**src/rtl/lock_pkg.sv**
```systemverilog
// Shared definitions for the keypad lockout sequencer.
//   lock_state_t : sequencer state (IDLE, LOCKED, ALARM)
//   SW_DEF       : default width of the seconds-remaining counter
//   ATT_W        : width of the wrong-attempt counter output
//   sat_shl()    : left shift that clamps to the largest w-bit value
package lock_pkg;

    typedef enum logic [1:0] {
        IDLE   = 2'd0,
        LOCKED = 2'd1,
        ALARM  = 2'd2
    } lock_state_t;

    localparam int SW_DEF = 8;
    localparam int ATT_W  = 4;

    // base << sh, clamped to 2^w - 1. Intended for w <= 31.
    function automatic logic [31:0] sat_shl(input logic [31:0] base,
                                            input int unsigned sh,
                                            input int unsigned w);
        logic [63:0] wide;
        logic [63:0] lim;
        lim = (64'd1 << w) - 64'd1;
        if (sh >= 32)
            wide = (base == 32'd0) ? 64'd0 : lim;
        else
            wide = {32'd0, base} << sh;
        if (wide > lim)
            wide = lim;
        return wide[31:0];
    endfunction

endpackage

```
**src/rtl/sec_tick_gen.sv**
```systemverilog
// Seconds prescaler: counts 0..CLK_PER_SEC-1 while en is high and emits a
// one-cycle tick on the cycle the count wraps. Held at 0 whenever en is low.
//   clk   : system clock
//   reset : synchronous active-high reset
//   en    : run enable
//   tick  : one-cycle pulse on the wrap cycle
module sec_tick_gen #(
    parameter int CLK_PER_SEC = 1000
) (
    input  logic clk,
    input  logic reset,
    input  logic en,
    output logic tick
);

    localparam int CW = (CLK_PER_SEC > 1) ? $clog2(CLK_PER_SEC) : 1;
    localparam logic [CW-1:0] CNT_MAX = CW'(CLK_PER_SEC - 1);

    logic [CW-1:0] cnt_reg;

    assign tick = en && (cnt_reg == CNT_MAX);

    always_ff @(posedge clk) begin
        if (reset || !en)
            cnt_reg <= '0;
        else if (tick)
            cnt_reg <= '0;
        else
            cnt_reg <= cnt_reg + 1'b1;
    end

endmodule

```
**src/rtl/pin_lockout_ctrl.sv**
```systemverilog
// Attempt and lockout sequencer for the keypad lock. Counts consecutive wrong
// PINs, blocks the keypad for a doubling number of seconds after every
// MAX_ATTEMPTS failures, and latches ALARM after MAX_LOCKOUTS lockouts.
//   clk, reset : clock and synchronous active-high reset
//   pin_valid  : one-cycle pulse, PIN entry evaluated
//   pin_ok     : qualifies pin_valid, 1 = correct PIN
//   clear_req  : master clear level from the hold-to-reset detector
//   unlock     : one-cycle pulse on an accepted correct PIN
//   locked     : keypad blocked (LOCKED or ALARM)
//   alarm      : ALARM state
//   attempts   : wrong entries since last success/lockout
//   secs_left  : lockout seconds remaining, 0 outside LOCKED
module pin_lockout_ctrl
    import lock_pkg::*;
#(
    parameter int CLK_PER_SEC  = 1000,
    parameter int MAX_ATTEMPTS = 3,
    parameter int LOCK_BASE_S  = 10,
    parameter int MAX_LOCKOUTS = 3,
    parameter int SW           = SW_DEF
) (
    input  logic             clk,
    input  logic             reset,
    input  logic             pin_valid,
    input  logic             pin_ok,
    input  logic             clear_req,
    output logic             unlock,
    output logic             locked,
    output logic             alarm,
    output logic [ATT_W-1:0] attempts,
    output logic [SW-1:0]    secs_left
);

    localparam int LC_W = $clog2(MAX_LOCKOUTS + 1);
    localparam int LC_N = 2 ** LC_W;

    lock_state_t      state_reg, state_next;
    logic [ATT_W-1:0] att_reg, att_next;
    logic [LC_W-1:0]  lo_cnt_reg, lo_cnt_next;
    logic [SW-1:0]    secs_reg, secs_next;
    logic             unlock_reg, unlock_next;
    logic             locked_reg, locked_next;
    logic             alarm_reg, alarm_next;
    logic             tick;
    logic             presc_en;

    // Lockout duration indexed by the lockout count before the increment,
    // i.e. entry gi is LOCK_BASE_S << gi, saturated to SW bits.
    logic [SW-1:0] lock_dur [LC_N];

    generate
        for (genvar gi = 0; gi < LC_N; gi++) begin : g_dur
            localparam logic [31:0] DUR32 = sat_shl(32'(LOCK_BASE_S), gi, SW);
            assign lock_dur[gi] = DUR32[SW-1:0];
        end
    endgenerate

    // Prescaler is also zeroed in the clear cycle, so a clear during LOCKED
    // leaves it at 0 for the next lockout.
    assign presc_en = (state_reg == LOCKED) && !clear_req;

    sec_tick_gen #(
        .CLK_PER_SEC (CLK_PER_SEC)
    ) u_tick (
        .clk   (clk),
        .reset (reset),
        .en    (presc_en),
        .tick  (tick)
    );

    // State and counter registers, plus registered outputs.
    always_ff @(posedge clk) begin
        if (reset) begin
            state_reg  <= IDLE;
            att_reg    <= '0;
            lo_cnt_reg <= '0;
            secs_reg   <= '0;
            unlock_reg <= 1'b0;
            locked_reg <= 1'b0;
            alarm_reg  <= 1'b0;
        end else begin
            state_reg  <= state_next;
            att_reg    <= att_next;
            lo_cnt_reg <= lo_cnt_next;
            secs_reg   <= secs_next;
            unlock_reg <= unlock_next;
            locked_reg <= locked_next;
            alarm_reg  <= alarm_next;
        end
    end

    // Next-state and counter logic.
    always_comb begin
        logic [ATT_W-1:0] att_inc;
        logic [LC_W-1:0]  lo_inc;
        state_next  = state_reg;
        att_next    = att_reg;
        lo_cnt_next = lo_cnt_reg;
        secs_next   = secs_reg;
        att_inc     = att_reg + 1'b1;
        lo_inc      = lo_cnt_reg + 1'b1;

        if (clear_req) begin
            state_next  = IDLE;
            att_next    = '0;
            lo_cnt_next = '0;
            secs_next   = '0;
        end else begin
            case (state_reg)
                IDLE: begin
                    if (pin_valid) begin
                        if (pin_ok) begin
                            att_next    = '0;
                            lo_cnt_next = '0;
                        end else if (att_inc != ATT_W'(MAX_ATTEMPTS)) begin
                            att_next = att_inc;
                        end else begin
                            att_next    = '0;
                            lo_cnt_next = lo_inc;
                            if (lo_inc == LC_W'(MAX_LOCKOUTS)) begin
                                state_next = ALARM;
                                secs_next  = '0;
                            end else begin
                                state_next = LOCKED;
                                secs_next  = lock_dur[lo_cnt_reg];
                            end
                        end
                    end
                end
                LOCKED: begin
                    if (tick) begin
                        if (secs_reg <= SW'(1)) begin
                            secs_next  = '0;
                            state_next = IDLE;
                        end else begin
                            secs_next = secs_reg - 1'b1;
                        end
                    end
                end
                ALARM: begin
                    secs_next = '0;
                end
                default: begin
                    state_next = IDLE;
                    secs_next  = '0;
                end
            endcase
        end
    end

    // Output logic, registered alongside the state.
    always_comb begin
        unlock_next = !clear_req && (state_reg == IDLE) && pin_valid && pin_ok;
        locked_next = (state_next != IDLE);
        alarm_next  = (state_next == ALARM);
    end

    assign unlock    = unlock_reg;
    assign locked    = locked_reg;
    assign alarm     = alarm_reg;
    assign attempts  = att_reg;
    assign secs_left = secs_reg;

endmodule
```
**config.mk**
```make
export PLATFORM = sky130hd
export DESIGN_NAME = pin_lockout_ctrl
export DESIGN_NICKNAME = d
export VERILOG_FILES = /design/src/rtl/lock_pkg.sv /design/src/rtl/sec_tick_gen.sv /design/src/rtl/pin_lockout_ctrl.sv
export SDC_FILE = /design/constraint.sdc
export NUM_CORES = 1
export LEC_CHECK = 0
export CORE_ASPECT_RATIO = 1.5
export CORE_MARGIN = 1.5
export CORE_UTILIZATION = 40
export DETAILED_ROUTE_END_ITERATION = 16
export GPL_ROUTABILITY_DRIVEN = 0
export PLACE_DENSITY = 0.7
export SLEW_MARGIN = 20
export SYNTH_ARGS = -nofsm -noshare
export SYNTH_HDL_FRONTEND = slang
export SYNTH_SLANG_ARGS = --single-unit
export TNS_END_PERCENT = 10
```
**constraint.sdc**
```tcl
create_clock -name clk -period 2.17 [get_ports clk]
set_input_delay 0.434 -clock clk [delete_from_list [all_inputs] [get_ports clk]]
set_output_delay 0.434 -clock clk [all_outputs]
set_load 0.02 [all_outputs]
```
==> results of run 1 <==
==> worst max path at each step <==
stage | startpoint | endpoint | slack [ns] | cells past startpoint
2_1_floorplan | attempts[1]$_SDFFE_PP0P_ | secs_left[7]$_SDFFE_PP0P_ | 0.09 | 6
3_3_place_gp | pin_valid | secs_left[7]$_SDFFE_PP0P_ | -0.10 | 6
3_5_place_dp | pin_ok | secs_left[7]$_SDFFE_PP0P_ | -0.13 | 6
4_1_cts | attempts[0]$_SDFFE_PP0P_ | secs_left[7]$_SDFFE_PP0P_ | 0.13 | 7
5_1_grt | attempts[0]$_SDFFE_PP0P_ | secs_left[7]$_SDFFE_PP0P_ | 0.008 | 7
6_report | attempts[0]$_SDFFE_PP0P_ | secs_left[7]$_SDFFE_PP0P_ | 0.15 | 7
==> area by class of cell <==
| cell class | instances | area, um2 |
|---|---|---|
| tap | 45 | 56.3 |
| fill | 391 | 1880 |
| sequential | 29 | 581 |
| timing repair buffer | 33 | 295 |
| clock buffer | 7 | 96.3 |
| multi-input combinational | 141 | 941 |
| clock inverter | 1 | 5.00 |
| inverter | 10 | 37.5 |
==> metal layers <==
| metal | global-route usage [%] | vias up | share of wire [%] |
|---|---|---|---|
| li1 | - | 729 | - |
| met1 | 18.9 | 663 | 42 |
| met2 | 30.1 | 22 | 52 |
| met3 | 3.90 | 8 | 2.2 |
| met4 | 10.3 | 0 | 3.4 |
| met5 | 0 | - | 0 |
==> power breakdown <==
part | internal [W] | switching [W]
clock network | 0.000286 | 0.000204
logic | 0.0000202 | 0.0000233
registers | 0.000534 | 0.00000105
total | 0.000840 | 0.000228
==> kinds of logic (layout without fill, tap and decap cells) <==
logic type,Yosys count,after routing,synth area share [%]
and+or+nand+nor,84,84,28.4
AOI/OAI and AO/OA,33,33,14.2
DFF,29,29,36.3
buffers and inverters,15,51,5.48
xor gates and xnor gates,12,12,6.57
adders and majority gates,10,10,7.82
muxes,2,2,1.25
==> metrics by stage <==
stage               instances  setup TNS [ns]
finish                    266               0
detailed placement        258          -0.359
global placement          258          -0.139
CTS                       266               0
floorplan                 185               0
global route              266               0
==> critical path, cell delays in order (launching register included) <==
cell and delay [ns]:
dfxtp_1 0.35, inv_1 0.09, ha_2 0.21, nand4b_1 0.10, a211o_1 0.28, a32o_1 0.31, or4_1 0.48, a21oi_1 0.13
==> layout by cell type, fill, tap and decap left out, types with 2 or more instances in the layout <==
cell type / instances
a211oi_1: 3
a21oi_1: 11
a31oi_1: 2
and3_1: 2
buf_4: 14
clkbuf_8: 7
clkdlybuf4s50_1: 19
dfxtp_1: 29
ha_1: 9
inv_1: 10
mux2i_1: 2
nand2_1: 16
nand3_1: 12
nand3b_1: 2
nand4_1: 2
nand4b_1: 2
nor2_1: 25
nor2b_1: 3
nor3_1: 4
o211ai_1: 2
o21a_1: 2
o21ai_0: 4
o41ai_1: 2
or2_2: 2
or3_1: 2
or4_1: 2
or4_4: 2
xnor2_1: 7
xor2_1: 5
==> repair_timing <==
action                                  4_1_cts  5_1_grt
endpoints found under the setup margin        0        3
endpoints found under the hold margin         0        0
resized for setup                             0        2
==> summary.txt, run 1 <==
Outcome
  – Status: finished clean

Worst setup path
  – RR Startpoint: attempts[0]$_SDFFE_PP0P_
  – RR Endpoint: secs_left[7]$_SDFFE_PP0P_
  – Kind of end point of the critical path: flip-flop
  – Cells on worst reg2reg path: 7
  – Setup crit start kind: flip-flop
  – CP Max Fanout: 6
  – Worst EP arrival: 2.23 ns
  – Required time worst endpoint: 2.39 ns
  – Kind of critical path: reg -> reg
  – Worst R2R Setup Slack: 0.15 ns

Clock network
  – CTS Sinks: 29
  – Hold_buf cts: 0
  – H-tree levels: 2
  – CTS tree: yes
  – Clk_lat worst skew: 0.28 ns
  – CTS clk-pin slew, worst paths: 0.06 ns
  – TritonCTS Buffers: 5
  – Clock Tree Root: clkbuf_8
  – Clock buffer depth: 2
  – Post-CTS setup buffers: 0

Timing
  – Max_slew headroom: 72.4%
  – Final worst setup slack: 0.151 ns
  – Final-report hold violation count: 0
  – Hold WS: 0.463 ns
  – Worst Clk Skew: 0.00210 ns
  – RSZ-0062 raised after global routing: false
  – Final setup violation count: 0
  – Final worst-path cycle share: 93.0%
  – Max Clock Freq: 495 MHz
  – Final Critical Period: 2.02 ns
  – Measured slew at the worst slew-check pin: 0.413 ns
  – Fin. max-slew vios: 0

Routing
  – DRC errors left: 0
  – Vias: 1,422
  – Overall routed net length: 3430 um
  – DRT Pass-1 Iters: 4
  – DR WL/cell: 12.9 um
  – Detailed Route Iter0 Violations: 20
  – Antenna-violating nets left: 0
  – DR vias/cell: 5.35

Placed design
  – PortBufs: 19
  – Final HPWL from detailed placement: 2570 um
  – Placed cell areas: 1900 um2
  – Place WS: -0.132 ns

Die
  – CORE AREA: 3890 um2
  – Die ar.: 4390 um2
  – Row count: 28
  – Die Wd: 54.6 um
  – Initial Util: 41.1%
  – Die height: 80.4 um
  – IO Count: 20

Power and ir drop
  – Total Power: 0.00107 W
  – Pwr dens: 531 nW/um2
  – Worst VDD drop: 0.000375 V
  – LEAKAGE: 0.763 nW

Final layout
  – Final Core Density: 51.7%
  – Share of post-route cells with drive strength above 1: 14.5%
  – Post-route cell area: 2010 um2
  – Antenna cells: 0
  – Max reg flops: 10
  – # nets final: 235
  – Area Growth Syn to Fin: 25.8%

Hold path
  – Worst Min Path Start: u_tick.cnt_reg[0]$_SDFF_PP0_
  – Hold path depth: 1
  – Hold endpoint: u_tick.cnt_reg[0]$_SDFF_PP0_
  – Worst Hold Class: reg -> reg

Yosys
  – Main flop type after synthesis: dfxtp_1
  – Async S/R FF share, synth: 0%
  – Warnings from Yosys: 0
  – Sequential share of the synthesized area: 36.3%
  – Share of the synthesized area in the top cell type: 36.3%
  – List of most frequent post-synthesis cells: dfxtp_1, nor2_1, nand2_1, nand3_1, a21oi_1
  – Distinct cells, synth: 42
  – Post-synth EDFFs: 0
  – Mean Syn Cell Area: 8.64 um2
  – Count leader, synth: dfxtp_1
  – Synthesized Nets: 200
  – Top post-synthesis cells by area: dfxtp_1, ha_1, nor2_1, xnor2_1, nand3_1
  – Post-synthesis cell area: 1600 um2
  – Mapped Cells: 185
  – Yosys top cell by area: dfxtp_1
  – Flops & latches, synth: 29

Global route
  – Largest net degree at the start of global routing: 12
  – Vias in the first global route: 1,286
  – Overall routing resource usage: 17.7%
  – Initial antenna violation count: 0
  – Grt total ovfl: 0
  – First-pass GRT wire length: 5660 um

Job
  – Max_cap viols: 0
No activity file was read; power rests on OpenSTA's default activity.
==> inputs of run 2 (changes only) <==
--- a/config.mk
+++ b/config.mk
@@ -7,10 +7,10 @@
 export LEC_CHECK = 0
 export CORE_ASPECT_RATIO = 1.5
 export CORE_MARGIN = 1.5
-export CORE_UTILIZATION = 40
+export CORE_UTILIZATION = 54
 export DETAILED_ROUTE_END_ITERATION = 16
 export GPL_ROUTABILITY_DRIVEN = 0
-export PLACE_DENSITY = 0.7
+export PLACE_DENSITY = 0.87
 export SLEW_MARGIN = 20
 export SYNTH_ARGS = -nofsm -noshare
 export SYNTH_HDL_FRONTEND = slang
==> run 2 against run 1 <==
Effect of this change:
- hold slack improved by 0.0052 ns
- flip-flop and latch count stayed put
- count of clock-buffer cells in the layout shrank 1
- via count increased by 3.2%
- largest cell class unchanged
- routed wire length up 3.0%
- fmax is 0.34% lower
- clock power grew 19%
- non-clock buffer count decreased by 1
- core utilization is 19 points higher
- total power grew 8.4%
- sequential share of layout area grew 0.080 points
==> summary.txt, run 2 (synthesized netlist as in run 1, its figures left out) <==
Outcome
  – Status: finished clean

Final layout
  – Share of post-route cells with drive strength above 1: 14.5%
  – Post-route non-filler standard cell count: 259
  – Post-route cell area: 2010 um2
  – Leading cell type in the layout, fill and taps excluded: dfxtp_1
  – Filler cells: 234
  – Final Core Density: 70.5%
  – Antenna cells: 0
  – # nets final: 234
  – Highest-count cells in the layout ignoring fill and taps: dfxtp_1, nor2_1, clkdlybuf4s50_1
  – Area Growth Syn to Fin: 25.7%
  – Max reg flops: 10

Die
  – Row count: 24
  – IO Count: 20
  – Die Wd: 47.4 um
  – Die ar.: 3300 um2
  – Die height: 69.6 um
  – CORE AREA: 2850 um2
  – Initial Util: 56.1%

Timing
  – Max Clock Freq: 494 MHz
  – Final-report hold violation count: 0
  – Worst Clk Skew: 0.00631 ns
  – Max_slew headroom: 66.7%
  – Measured slew at the worst slew-check pin: 0.492 ns
  – Final worst-path cycle share: 93.4%
  – Final Critical Period: 2.03 ns
  – Final setup violation count: 0
  – Setup_tns: 0 ns
  – Hold WS: 0.468 ns
  – Fin. max-slew vios: 0
  – RSZ-0062 raised after global routing: false

Placed design
  – PortBufs: 19
  – Placed cell areas: 1890 um2
  – Final HPWL from detailed placement: 2650 um
  – Dpl cells: 251

Routing
  – DR vias/cell: 5.66
  – Overall routed net length: 3530 um
  – DRC errors left: 0
  – DR WL/cell: 13.6 um
  – Vias: 1,467
  – Detailed Route Iter0 Violations: 74
  – DRT Pass-1 Iters: 4
  – Antenna-violating nets left: 0

Worst setup path
  – Kind of critical path: in -> reg
  – Worst EP arrival: 2.24 ns
  – Kind of end point of the critical path: flip-flop
  – Cells on worst reg2reg path: 7
  – Required time worst endpoint: 2.39 ns
  – RR Startpoint: attempts[0]$_SDFFE_PP0P_
  – RR Endpoint: secs_left[7]$_SDFFE_PP0P_
  – Worst R2R Setup Slack: 0.16 ns
  – Setup crit start kind: input pin
  – CP Max Fanout: 7

Power and ir drop
  – Worst VDD drop: 0.000513 V
  – Pwr dens: 576 nW/um2
  – LEAKAGE: 0.755 nW

Global route
  – Grt total ovfl: 0
  – Largest net degree at the start of global routing: 12
  – Overall routing resource usage: 24.7%
  – Vias in the first global route: 1,438
  – First-pass GRT wire length: 5910 um
  – Initial antenna violation count: 0

Hold path
  – Hold endpoint: u_tick.cnt_reg[0]$_SDFF_PP0_
  – Hold path depth: 1
  – Worst Min Path Start: u_tick.cnt_reg[0]$_SDFF_PP0_
  – Worst Hold Class: reg -> reg

Clock network
  – CTS Sinks: 29
  – CTS clk-pin slew, worst paths: 0.06 ns
  – CTS tree: yes
  – H-tree levels: 2
  – Clk_lat worst skew: 0.29 ns
  – Clock Tree Root: clkbuf_8
  – Clock buffer depth: 2
  – TritonCTS Buffers: 5

Job
  – Max_cap viols: 0
==> run 2: cell type report <==
| cell class | instances | area (um2) | share of cell area [%] |
|---|---|---|---|
| tap | 39 | 48.8 | 2.43 |
| timing repair buffer | 32 | 288 | 14.3 |
| sequential | 29 | 582 | 28.9 |
| multi-input combinational | 141 | 935 | 46.5 |
| clock inverter | 2 | 37.5 | 1.87 |
| inverter | 10 | 37.5 | 1.87 |
| clock buffer | 6 | 82.6 | 4.11 |
==> run 2: report_power, final <==
part | leakage, nW | internal (W) | switching, W | total, W
Combinational | 0.463 | 0.0000195 | 0.0000223 | 0.0000419
Clock | 0.0574 | 0.000373 | 0.000209 | 0.000581
Sequential | 0.234 | 0.000534 | 0.00000159 | 0.000535
Total | 0.755 | 0.000926 | 0.000233 | 0.00116
==> run 2: timing repair <==
action / in CTS / in global routing
setup buffers: 0 / 0
endpoints found under the setup margin: 0 / 2
resized for setup: 0 / 3
hold buffers: 0 / 0
==> run 2: layer usage <==
metal / vias to the layer above / track usage, % / part of all wire (%)
met5: - / 0 / 0
met4: 0 / 14.8 / 3.5
met3: 12 / 7.29 / 4.4
met2: 49 / 41.6 / 54
met1: 684 / 24.4 / 38
li1: 722 / - / -
==> run 2: worst max-delay path, stage by stage <==
cell and delay (ns):
clkdlybuf4s50_1 0.50, nand4b_1 0.09, a211o_1 0.29, a32o_2 0.32, or4_1 0.48, a21oi_1 0.13
==> run 2: worst max-delay path by stage <==
stage	end	slack, ns	cells after the start	from
after floorplan	secs_left[7]$_SDFFE_PP0P_	0.09	6	attempts[1]$_SDFFE_PP0P_
after global placement	secs_left[7]$_SDFFE_PP0P_	-0.11	6	pin_valid
after detailed placement	secs_left[7]$_SDFFE_PP0P_	-0.16	6	pin_valid
after CTS	secs_left[7]$_SDFFE_PP0P_	0.07	6	attempts[0]$_SDFFE_PP0P_
after global routing	secs_left[7]$_SDFFE_PP0P_	0.01	6	pin_valid
final	secs_left[7]$_SDFFE_PP0P_	0.14	6	pin_valid
==> run 2: stage by stage <==
| step | total power, W | setup WS [ns] |
|---|---|---|
| 2_1_floorplan | 0.000566 | 0.0901 |
| 3_3_place_gp | 0.000588 | -0.110 |
| 3_5_place_dp | 0.000588 | -0.158 |
| 4_1_cts | 0.00117 | 0.0708 |
| 5_1_grt | 0.00120 | 0.0115 |
| 6_report | 0.00116 | 0.144 |
